## config.mk

```make
export PLATFORM = sky130hd
export DESIGN_NAME = data_bus_arbiter
export DESIGN_NICKNAME = d
export VERILOG_FILES = /design/src/rtl/data_bus_arbiter_pkg.sv /design/src/rtl/data_bus_arbiter_rr_pick.sv /design/src/rtl/data_bus_arbiter.sv
export SDC_FILE = /design/constraint.sdc
export NUM_CORES = 1
export LEC_CHECK = 0
export CAP_MARGIN = 20
export CORE_AREA = 2 2 132 134
export CTS_BUF_LIST = sky130_fd_sc_hd__clkbuf_8
export DETAILED_ROUTE_END_ITERATION = 10
export DIE_AREA = 0 0 134 136
export PLACE_DENSITY = 0.7
export RECOVER_POWER = 50
export SLEW_MARGIN = 25
export SYNTH_ARGS = -nofsm -noshare
export SYNTH_HDL_FRONTEND = slang
export SYNTH_SLANG_ARGS = --single-unit
```

## constraint.sdc

```tcl
create_clock -name clk -period 1.85 [get_ports clk]
set_input_delay 0.37 -clock clk [delete_from_list [all_inputs] [get_ports clk]]
set_output_delay 0.37 -clock clk [all_outputs]
set_load 0.005 [all_outputs]
```

## src/rtl/data_bus_arbiter_pkg.sv

```systemverilog
// Shared definitions for the two-master data bus arbiter: FSM encodings,
// transfer size codes and the default ACCESS timeout.
package data_bus_arbiter_pkg;

   typedef enum logic [1:0] {
      IDLE   = 2'd0,
      ACCESS = 2'd1,
      RESP   = 2'd2
   } state_t;

   localparam logic [1:0] SIZE_BYTE = 2'd0;
   localparam logic [1:0] SIZE_HALF = 2'd1;
   localparam logic [1:0] SIZE_WORD = 2'd2;

   localparam int TIMEOUT_DEFAULT = 16;

endpackage

```

## src/rtl/data_bus_arbiter_rr_pick.sv

```systemverilog
// Two-way round-robin winner selection: on contention the requester that was
// not granted last wins, otherwise the sole requester wins.
module bus_rr_pick (
   input  logic [1:0] req,
   input  logic       last_grant,
   output logic       any,
   output logic       winner
);

   always_comb begin
      any    = |req;
      winner = 1'b0;
      if (req == 2'b11) begin
         winner = ~last_grant;
      end else if (req[1]) begin
         winner = 1'b1;
      end
   end

endmodule

```

## src/rtl/data_bus_arbiter.sv

```systemverilog
// Arbitrates a CPU port (m0) and a debug/DMA port (m1) onto one data bus
// controller, one transfer at a time, with a per-access ready timeout.
module data_bus_arbiter
   import data_bus_arbiter_pkg::*;
#(
   parameter int TIMEOUT = TIMEOUT_DEFAULT
) (
   input  logic        clk,
   input  logic        rst,
   input  logic        m0_req,
   input  logic        m0_we,
   input  logic [31:0] m0_addr,
   input  logic [1:0]  m0_size,
   input  logic [31:0] m0_wdata,
   output logic        m0_gnt,
   output logic        m0_ack,
   output logic        m0_err,
   output logic [31:0] m0_rdata,
   input  logic        m1_req,
   input  logic        m1_we,
   input  logic [31:0] m1_addr,
   input  logic [1:0]  m1_size,
   input  logic [31:0] m1_wdata,
   output logic        m1_gnt,
   output logic        m1_ack,
   output logic        m1_err,
   output logic [31:0] m1_rdata,
   output logic        bus_rd,
   output logic        bus_wd,
   output logic [31:0] bus_addr_in,
   output logic [31:0] bus_addr_out,
   output logic [1:0]  bus_size_in,
   output logic [1:0]  bus_size_out,
   output logic [31:0] bus_data_in,
   input  logic [31:0] bus_data_out,
   input  logic        bus_ready,
   input  logic        bus_busy
);

   localparam int CNT_W = (TIMEOUT > 1) ? $clog2(TIMEOUT) : 1;

   state_t      state_q;
   state_t      state_d;
   logic        owner_q;
   logic        last_grant_q;
   logic        we_q;
   logic        err_q;
   logic [31:0] addr_q;
   logic [31:0] wdata_q;
   logic [31:0] rdata_q;
   logic [1:0]  size_q;
   logic [CNT_W-1:0] count_q;
   logic        pick_any;
   logic        pick_winner;
   logic        strobe;
   logic        timeout_hit;

   bus_rr_pick u_pick (
      .req        ({m1_req, m0_req}),
      .last_grant (last_grant_q),
      .any        (pick_any),
      .winner     (pick_winner)
   );

   assign strobe      = (state_q == ACCESS) && bus_ready && !bus_busy;
   assign timeout_hit = (state_q == ACCESS) && !strobe && (count_q == CNT_W'(TIMEOUT - 1));

   always_comb begin
      state_d = state_q;
      case (state_q)
         IDLE:    if (pick_any) state_d = ACCESS;
         ACCESS:  if (strobe || timeout_hit) state_d = RESP;
         RESP:    state_d = IDLE;
         default: state_d = IDLE;
      endcase
   end

   always_ff @(posedge clk) begin
      if (!rst) state_q <= IDLE;
      else      state_q <= state_d;
   end

   // The transfer descriptor is captured once at grant so the bus sees stable
   // address/size/data for the whole access, regardless of what the master does.
   always_ff @(posedge clk) begin
      if (!rst) begin
         owner_q      <= 1'b0;
         last_grant_q <= 1'b1;
         we_q         <= 1'b0;
         err_q        <= 1'b0;
         addr_q       <= '0;
         wdata_q      <= '0;
         rdata_q      <= '0;
         size_q       <= SIZE_BYTE;
         count_q      <= '0;
      end else begin
         case (state_q)
            IDLE: begin
               if (pick_any) begin
                  owner_q      <= pick_winner;
                  last_grant_q <= pick_winner;
                  we_q         <= pick_winner ? m1_we    : m0_we;
                  addr_q       <= pick_winner ? m1_addr  : m0_addr;
                  size_q       <= pick_winner ? m1_size  : m0_size;
                  wdata_q      <= pick_winner ? m1_wdata : m0_wdata;
                  count_q      <= '0;
                  err_q        <= 1'b0;
               end
            end
            ACCESS: begin
               if (strobe) begin
                  err_q <= 1'b0;
                  if (!we_q) rdata_q <= bus_data_out;
               end else if (timeout_hit) begin
                  err_q   <= 1'b1;
                  rdata_q <= '0;
               end else begin
                  count_q <= count_q + CNT_W'(1);
               end
            end
            default: ;
         endcase
      end
   end

   assign bus_rd       = strobe && !we_q;
   assign bus_wd       = strobe && we_q;
   assign bus_addr_in  = addr_q;
   assign bus_addr_out = addr_q;
   assign bus_size_in  = size_q;
   assign bus_size_out = size_q;
   assign bus_data_in  = wdata_q;

   assign m0_gnt   = (state_q != IDLE) && !owner_q;
   assign m1_gnt   = (state_q != IDLE) && owner_q;
   assign m0_ack   = (state_q == RESP) && !owner_q;
   assign m1_ack   = (state_q == RESP) && owner_q;
   assign m0_err   = m0_ack && err_q;
   assign m1_err   = m1_ack && err_q;
   assign m0_rdata = rdata_q;
   assign m1_rdata = rdata_q;

endmodule

```

==> metrics.md, run 1 <==
| Metric | Value |
|---|---|
| Status | finished clean |
| Vias in the first global route | 4925 |
| RSZ-0062 raised after global routing | no |
| GR Util All Layers | 0.182 |
| Crit-path max cell delay | 410 ps |
| Gpl congestion | 0.775 |
| Share of flip-flops with an asynchronous set or reset | 0 |
| Antenna viol nets, final | 0 |
| PortBufs | 343 |
| Mapped Area | 5100 sq um |
| DIE HEIGHT | 136 um |
| CP startpoint kind | flop |
| Clk root buf | clkbuf_8 |
| Fin area | 8510 sq um |
| Ports | 344 |
| Min-delay worst type | input port to flop |
| CTS Hold Bufs | 0 |
| Post-Synth Adder-Cell Area | 0.00245 |
| Slew Viols, Final | 0 |
| Worst Path Max Fanout | 5 |
| Inst Count DP | 1112 |
| Largest family of logic cells by synthesized area | simple AND/OR/NAND/NOR gates |
| Critical path's top delay family | flip-flops |
| Syn_nets | 811 |
| Largest net degree at the start of global routing | 67 |
| Synth warnings | 0 |
| Main flop type after synthesis | dfxtp_1 |
| Lkg Pwr | 0.00344 uW |
| Grt ovf | 0 |
| Initial Util | 0.302 |
| Core ar. | 16900 sq um |
| Clk_lat worst skew | 380 ps |
| Hold Fails Final Rpt | 0 |
| Highest clock rate | 565 MHz |
| Hold slack final | 395 ps |
| Post-synth top area cell | dfxtp_1 |
| Synth top area share | 0.424 |
| DRC Markers | 0 |
| Synth Area in Compound Gates | 0.159 |
| Post-synth top cells | nand2_1 (204), dfxtp_1 (108), buf_4 (71), a31oi_1 (67), o21ai_0 (46) |
| Peak supply drop | 0.467 mV |
| Row Count | 48 |
| Unique masters post-synth | 34 |
| Critical path type | flop to output pin |
| Post-Synthesis Cells | 638 |
| Die ar. | 18200 sq um |
| Placed Area | 8290 sq um |
| Mean area per synthesized cell | 8.00 sq um |
| Final Cycle Share | 0.957 |
| Multiplexer share of the synthesized area | 0.0647 |
| Vias | 5228 |
| Critical path's slowest cell | dfxtp_4 |
| Power density cells | 679 nW/um^2 |
| Simple-Gate Fraction of Synth Area | 0.191 |
| Pre-antenna DRT Iters | 4 |
| Maxcap violations | 0 |
| Seq/Total Area, Yosys | 0.424 |
| Share of layout cells above drive strength 1 | 0.0650 |
| Die X | 134 um |
| CP Data Arrival Time | 1400 ps |
| Iter 0 DRT Violations | 244 |
| Crit. End Element | output pin |
| Hold Crit Start | rst |
| Clock transition at path regs | 100 ps |
| Worst endpoint required time | 1480 ps |
| Vias per cell | 4.61 |
| Total power | 5770 uW |
| Worst-path cell chain | and3b_2, buf_4, dlygate4sd2_1 |
| Largest cells by area after synthesis | dfxtp_1 (42%), nand2_1 (15%), buf_4 (10%), a31oi_1 (8.2%), mux2i_1 (6.5%) |
| CP Launch Point | state_q[0] |
| Rel. slew slack | 0.763 |
| Final nets | 1075 |
| Layout area overhead | 66.7% |
| Routed WL per cell | 15.2 um |
| FF+latch count, synth | 108 |
| H-tree depth | 3 |
| CTS Buf Count | 9 |
| Post-DP HPWL | 12.9 mm |
| # fillers | 1631 |
| WP buf/inv | 2 |
| Post-synth EDFFs | 0 |
| CTS tree | done |
| Setup_tns | 0 ps |
| Worst-margin pin slew | 355 ps |
| Setup violations, final | 0 |
| Most common cell in the netlist | nand2_1 |
| CTS Buffer Depth | 2 |
| Min Tclk post-route | 1770 ps |
| Post-Route Skew | 15.7 ps |
| Post-Layout Cell Count | 1133 |
| Antenna violations before repair | 1 |
| Synth Area in XOR/XNOR | 0.00343 |
| CTS Sinks | 108 |
| Worst r2r src | state_q[0] |
| Drt total wl | 17.2 mm |
| First-pass GRT wire length | 26.1 mm |
[power breakdown]
| part | internal (uW) | total, uW | switching [uW] |
|---|---|---|---|
| Sequential | 2540 | 2690 | 157 |
| Clock | 568 | 1410 | 846 |
| Combinational | 1020 | 1670 | 647 |
| Total | 4120 | 5770 | 1650 |
[cells by family (layout without fill, tap and decap cells)]
family | after synthesis | in the layout
AND/OR/NAND/NOR | 237 | 237
AO/OA/AOI/OAI | 142 | 142
buffers and inverters | 115 | 384
flip-flops | 108 | 108
multiplexers | 33 | 33
XOR/XNOR | 2 | 2
adder cells (fa/ha/maj) | 1 | 1
other | 0 | 1
[worst paths after layout]
| path | end | slack (ps) | depth (start not counted) |
|---|---|---|---|
| setup / recovery | m1_ack | 80 | 3 |
| hold / removal | last_grant_q | 400 | 2 |
| setup reg to reg | m0_rdata[6] | 220 | 7 |
| hold reg to reg | m0_rdata[17] | 470 | 2 |
[flip-flops by register name, summed over array words and instances, names as in the netlist]
register / flops
last_grant_q: 1
state_q: 2
owner_q: 1
bus_data_in: 32
count_q: 4
bus_size_in: 2
bus_addr_in: 32
m0_rdata: 32
we_q: 1
err_q: 1
[metrics by stage]
step                 util  worst slack [ps]
floorplan               -               410
global placement    0.491              -263
detailed placement  0.491              -288
CTS                 0.505             -16.6
global route        0.504              3.55
finish              0.504              79.6
[per-layer routing]
| layer | GRT usage | part of all wire | routed length (um) |
|---|---|---|---|
| met3 | 0.0634 | 0.094 | 1620 |
| met4 | 0.0502 | 0.017 | 289 |
| met5 | 0 | 0 | 0 |
| met2 | 0.317 | 0.49 | 8430 |
| met1 | 0.214 | 0.40 | 6870 |
[layout by cell type (no fill, tap or decap), types with 3 or more instances in the layout]
cell             instances
a31oi_1                 67
and3_1                   4
buf_12                   8
buf_4                   13
clkbuf_2                 7
clkbuf_8                11
clkdlybuf4s50_1        300
dfxtp_1                105
dlygate4sd2_1            6
dlygate4sd3_1           32
mux2i_1                 33
nand2_1                203
nand3_1                  4
nor2_1                   4
nor3_1                   3
o21ai_0                 59
o21ai_1                 10
[timing repair]
action,CTS,global route
gates cloned,0,0
setup buffers,3,1
resized for setup,23,6
endpoints found under the setup margin,8,4
pin swaps,0,1
[layout make-up]
type	instances	area, sq um	area share
sequential	108	2170	0.255
clock inverter	5	35.0	0.00412
tap	225	282	0.0331
multi-input combinational	415	2180	0.257
timing repair buffer	368	3680	0.433
antenna	1	2.50	0.000294
clock buffer	11	151	0.0178
[worst reg2reg max path: stages, from the launching register on]
cell and delay, ps:
dfxtp_4 410, buf_4 130, and2b_1 160, clkbuf_1 230, and3_1 240, buf_12 200, nand2_1 100, mux2i_1 130
No activity file was read; power rests on OpenSTA's default activity.
==> run 2, diff against run 1 <==
--- a/config.mk
+++ b/config.mk
@@ -6,10 +6,10 @@
 export NUM_CORES = 1
 export LEC_CHECK = 0
 export CAP_MARGIN = 20
-export CORE_AREA = 2 2 132 134
+export CORE_AREA = 2 2 135 137
 export CTS_BUF_LIST = sky130_fd_sc_hd__clkbuf_8
 export DETAILED_ROUTE_END_ITERATION = 10
-export DIE_AREA = 0 0 134 136
+export DIE_AREA = 0 0 137 139
 export PLACE_DENSITY = 0.7
 export RECOVER_POWER = 50
 export SLEW_MARGIN = 25
==> constraint.sdc (replaced) <==
create_clock -name clk -period 1.6 [get_ports clk]
set_input_delay 0.32 -clock clk [delete_from_list [all_inputs] [get_ports clk]]
set_output_delay 0.32 -clock clk [all_outputs]
set_load 0.005 [all_outputs]
==> run 2 against run 1 <==
  * The run now ends with setup timing left
  * Via count grew 4.3%
  * Largest power group unchanged
  * Power grew 23%
  * Core utilization grew 1.6 points
  * Clock-buffer cell count shrank 1
  * Clock power grew 21%
  * Critical path depth grew 5
  * Setup slack lost 150 ps
  * Die area grew 4.5%
  * Register-to-register slack lost 290 ps
  * Wire length grew 9.2%
  * Cell count grew 3.8%
  * Critical endpoint is now bus_data_in[24]
==> metrics.md, run 2 (synthesis results as in run 1) <==
| Metric | Value |
|---|---|
| Grt ovf | 0 |
| Failing checks | setup timing |
| Status | complete, but fails checks |
| Hold Crit Start | rst |
| Antenna Cells | 0 |
| Min Tclk post-route | 1670 ps |
| Vias in the first global route | 5093 |
| Largest net degree at the start of global routing | 36 |
| PortBufs | 343 |
| Layout area overhead | 80.1% |
| Final nets | 1116 |
| Core ar. | 17700 sq um |
| Crit. End Element | flop |
| CTS Buffer Depth | 2 |
| CTS Buf Count | 9 |
| Share of layout cells above drive strength 1 | 0.133 |
| CP startpoint kind | flop |
| Clk root buf | clkbuf_8 |
| Pre-antenna DRT Iters | 4 |
| Clk_lat worst skew | 370 ps |
| GR Util All Layers | 0.179 |
| Gpl congestion | 0.769 |
| CTS Sinks | 108 |
| Lkg Pwr | 0.00439 uW |
| Net Switching | 1980 uW |
| Worst hold endpoint | count_q[1] |
| Min-delay worst type | input port to flop |
| Routed WL per cell | 16.0 um |
| Register area | 2200 sq um |
| Setup WS post-layout | -67.4 ps |
| Reg2reg end | bus_data_in[24] |
| P_int | 5110 uW |
| Fin area | 9190 sq um |
| Worst r2r src | state_q[0] |
| Setup violations, final | 36 |
| Iter 0 DRT Violations | 159 |
| Multi-input gate area | 2210 sq um |
| First-pass GRT wire length | 26.9 mm |
| Critical path type | flop to flop |
| Most frequent cells in the layout | clkdlybuf4s50_1 (237), nand2_1 (203), dfxtp_1 (80) |
| Worst-margin pin slew | 334 ps |
| Drt total wl | 18.8 mm |
| RSZ-0062 raised after global routing | yes |
| Maxcap violations | 0 |
| Worst endpoint required time | 1860 ps |
| Vias | 5455 |
| CP Data Arrival Time | 1930 ps |
| Vias per cell | 4.64 |
| CTS tree | done |
| Die ar. | 19000 sq um |
| Sequential share of power | 0.440 |
| Reg-to-reg slack, setup | -70 ps |
| Power density cells | 772 nW/um^2 |
| H-tree depth | 3 |
| Total power | 7090 uW |
| Hold Fails Final Rpt | 0 |
| Slew Viols, Final | 0 |
| Post-Route Skew | 12.0 ps |
| Clock transition at path regs | 100 ps |
| Switching share of power | 0.280 |
| Placed Area | 8420 sq um |
| DRC Markers | 0 |
| Row Count | 49 |
| CTS Hold Bufs | 0 |
| Ports | 344 |
| Peak supply drop | 0.565 mV |
| # fillers | 1658 |
| Post-DP HPWL | 12.8 mm |
| Antenna viol nets, final | 0 |
| Logic gate share of total power | 0.319 |
| DIE HEIGHT | 139 um |
| Reg2Reg Depth | 8 |
| Initial Util | 0.289 |
| Most common cell after layout, fill and taps aside | clkdlybuf4s50_1 |
| Antenna violations before repair | 0 |
| Worst Path Max Fanout | 15 |
| Highest clock rate | 600 MHz |
| Final Cycle Share | 1.04 |
| Clock power share | 0.241 |
| Worst Hold Depth | 3 |
| Die X | 137 um |
| Rel. slew slack | 0.777 |
==> run 2: cell types whose count changed in the layout (fill, tap and decap cells not counted), sizes merged, moves of 17 or more <==
cell           change
dlygate4sd2       +17
clkdlybuf4s50     -63
clkdlybuf4s25     +36
buf               +43
dlymetal6s2s      +38
dlygate4sd3       -32
==> run 2: power by group through the flow <==
stage	Sequential (uW)	Clock (uW)	Combinational, uW
2_1_floorplan	3150	0	827
5_1_grt	3150	1880	2450
3_5_place_dp	3160	0	2070
6_report	3120	1710	2260
3_3_place_gp	3160	0	2060
4_1_cts	3130	1780	2090
==> run 2: how the worst max path moves through the flow <==
stage,cells after the start,from,to
2_1_floorplan,5,count_q[0],m0_rdata[0]
3_3_place_gp,4,bus_busy,bus_rd
3_5_place_dp,4,bus_busy,bus_rd
4_1_cts,4,state_q[0],bus_wd
5_1_grt,8,state_q[0],bus_addr_in[4]
6_report,8,state_q[0],bus_data_in[24]
==> run 2: layer usage <==
metal / global-route usage / share of wire
met5: 0 / 0
met4: 0.0483 / 0.011
met3: 0.0640 / 0.094
met2: 0.314 / 0.51
met1: 0.203 / 0.39
==> run 2: layout make-up <==
class | instances | area share
Timing Repair Buffer | 408 | 0.468
Clock buffer | 10 | 0.0150
Multi-Input combinational cell | 416 | 0.240
Tap cell | 229 | 0.0312
Sequential cell | 108 | 0.240
Clock inverter | 5 | 0.00599
==> run 2: worst max-delay path, cell delays in order, from the launching register on <==
cell	delay (ps)
dfxtp_4	380
buf_4	150
nor2_4	90
clkbuf_1	210
o21a_4	210
buf_12	140
buf_4	120
clkbuf_16	160
a31oi_1	80
==> run 2: timing repair <==
item	CTS	global route
pin swaps	4	3
setup buffers	7	21
resized for setup	123	107
cloned	0	9
setup endpoints to repair	122	177
==> run 2: metrics by stage <==
step	std cells	setup TNS, ps	hold WS [ps]	setup slack, ps	utilization
floorplan	638	0	452	160	-
detailed placement	1125	-18710	466	-456	0.477
CTS	1147	-201	343	-97.7	0.494
finish	1176	-1120	367	-67.4	0.520
global route	1176	-5960	359	-131	0.520
global placement	1125	-16140	459	-434	0.477
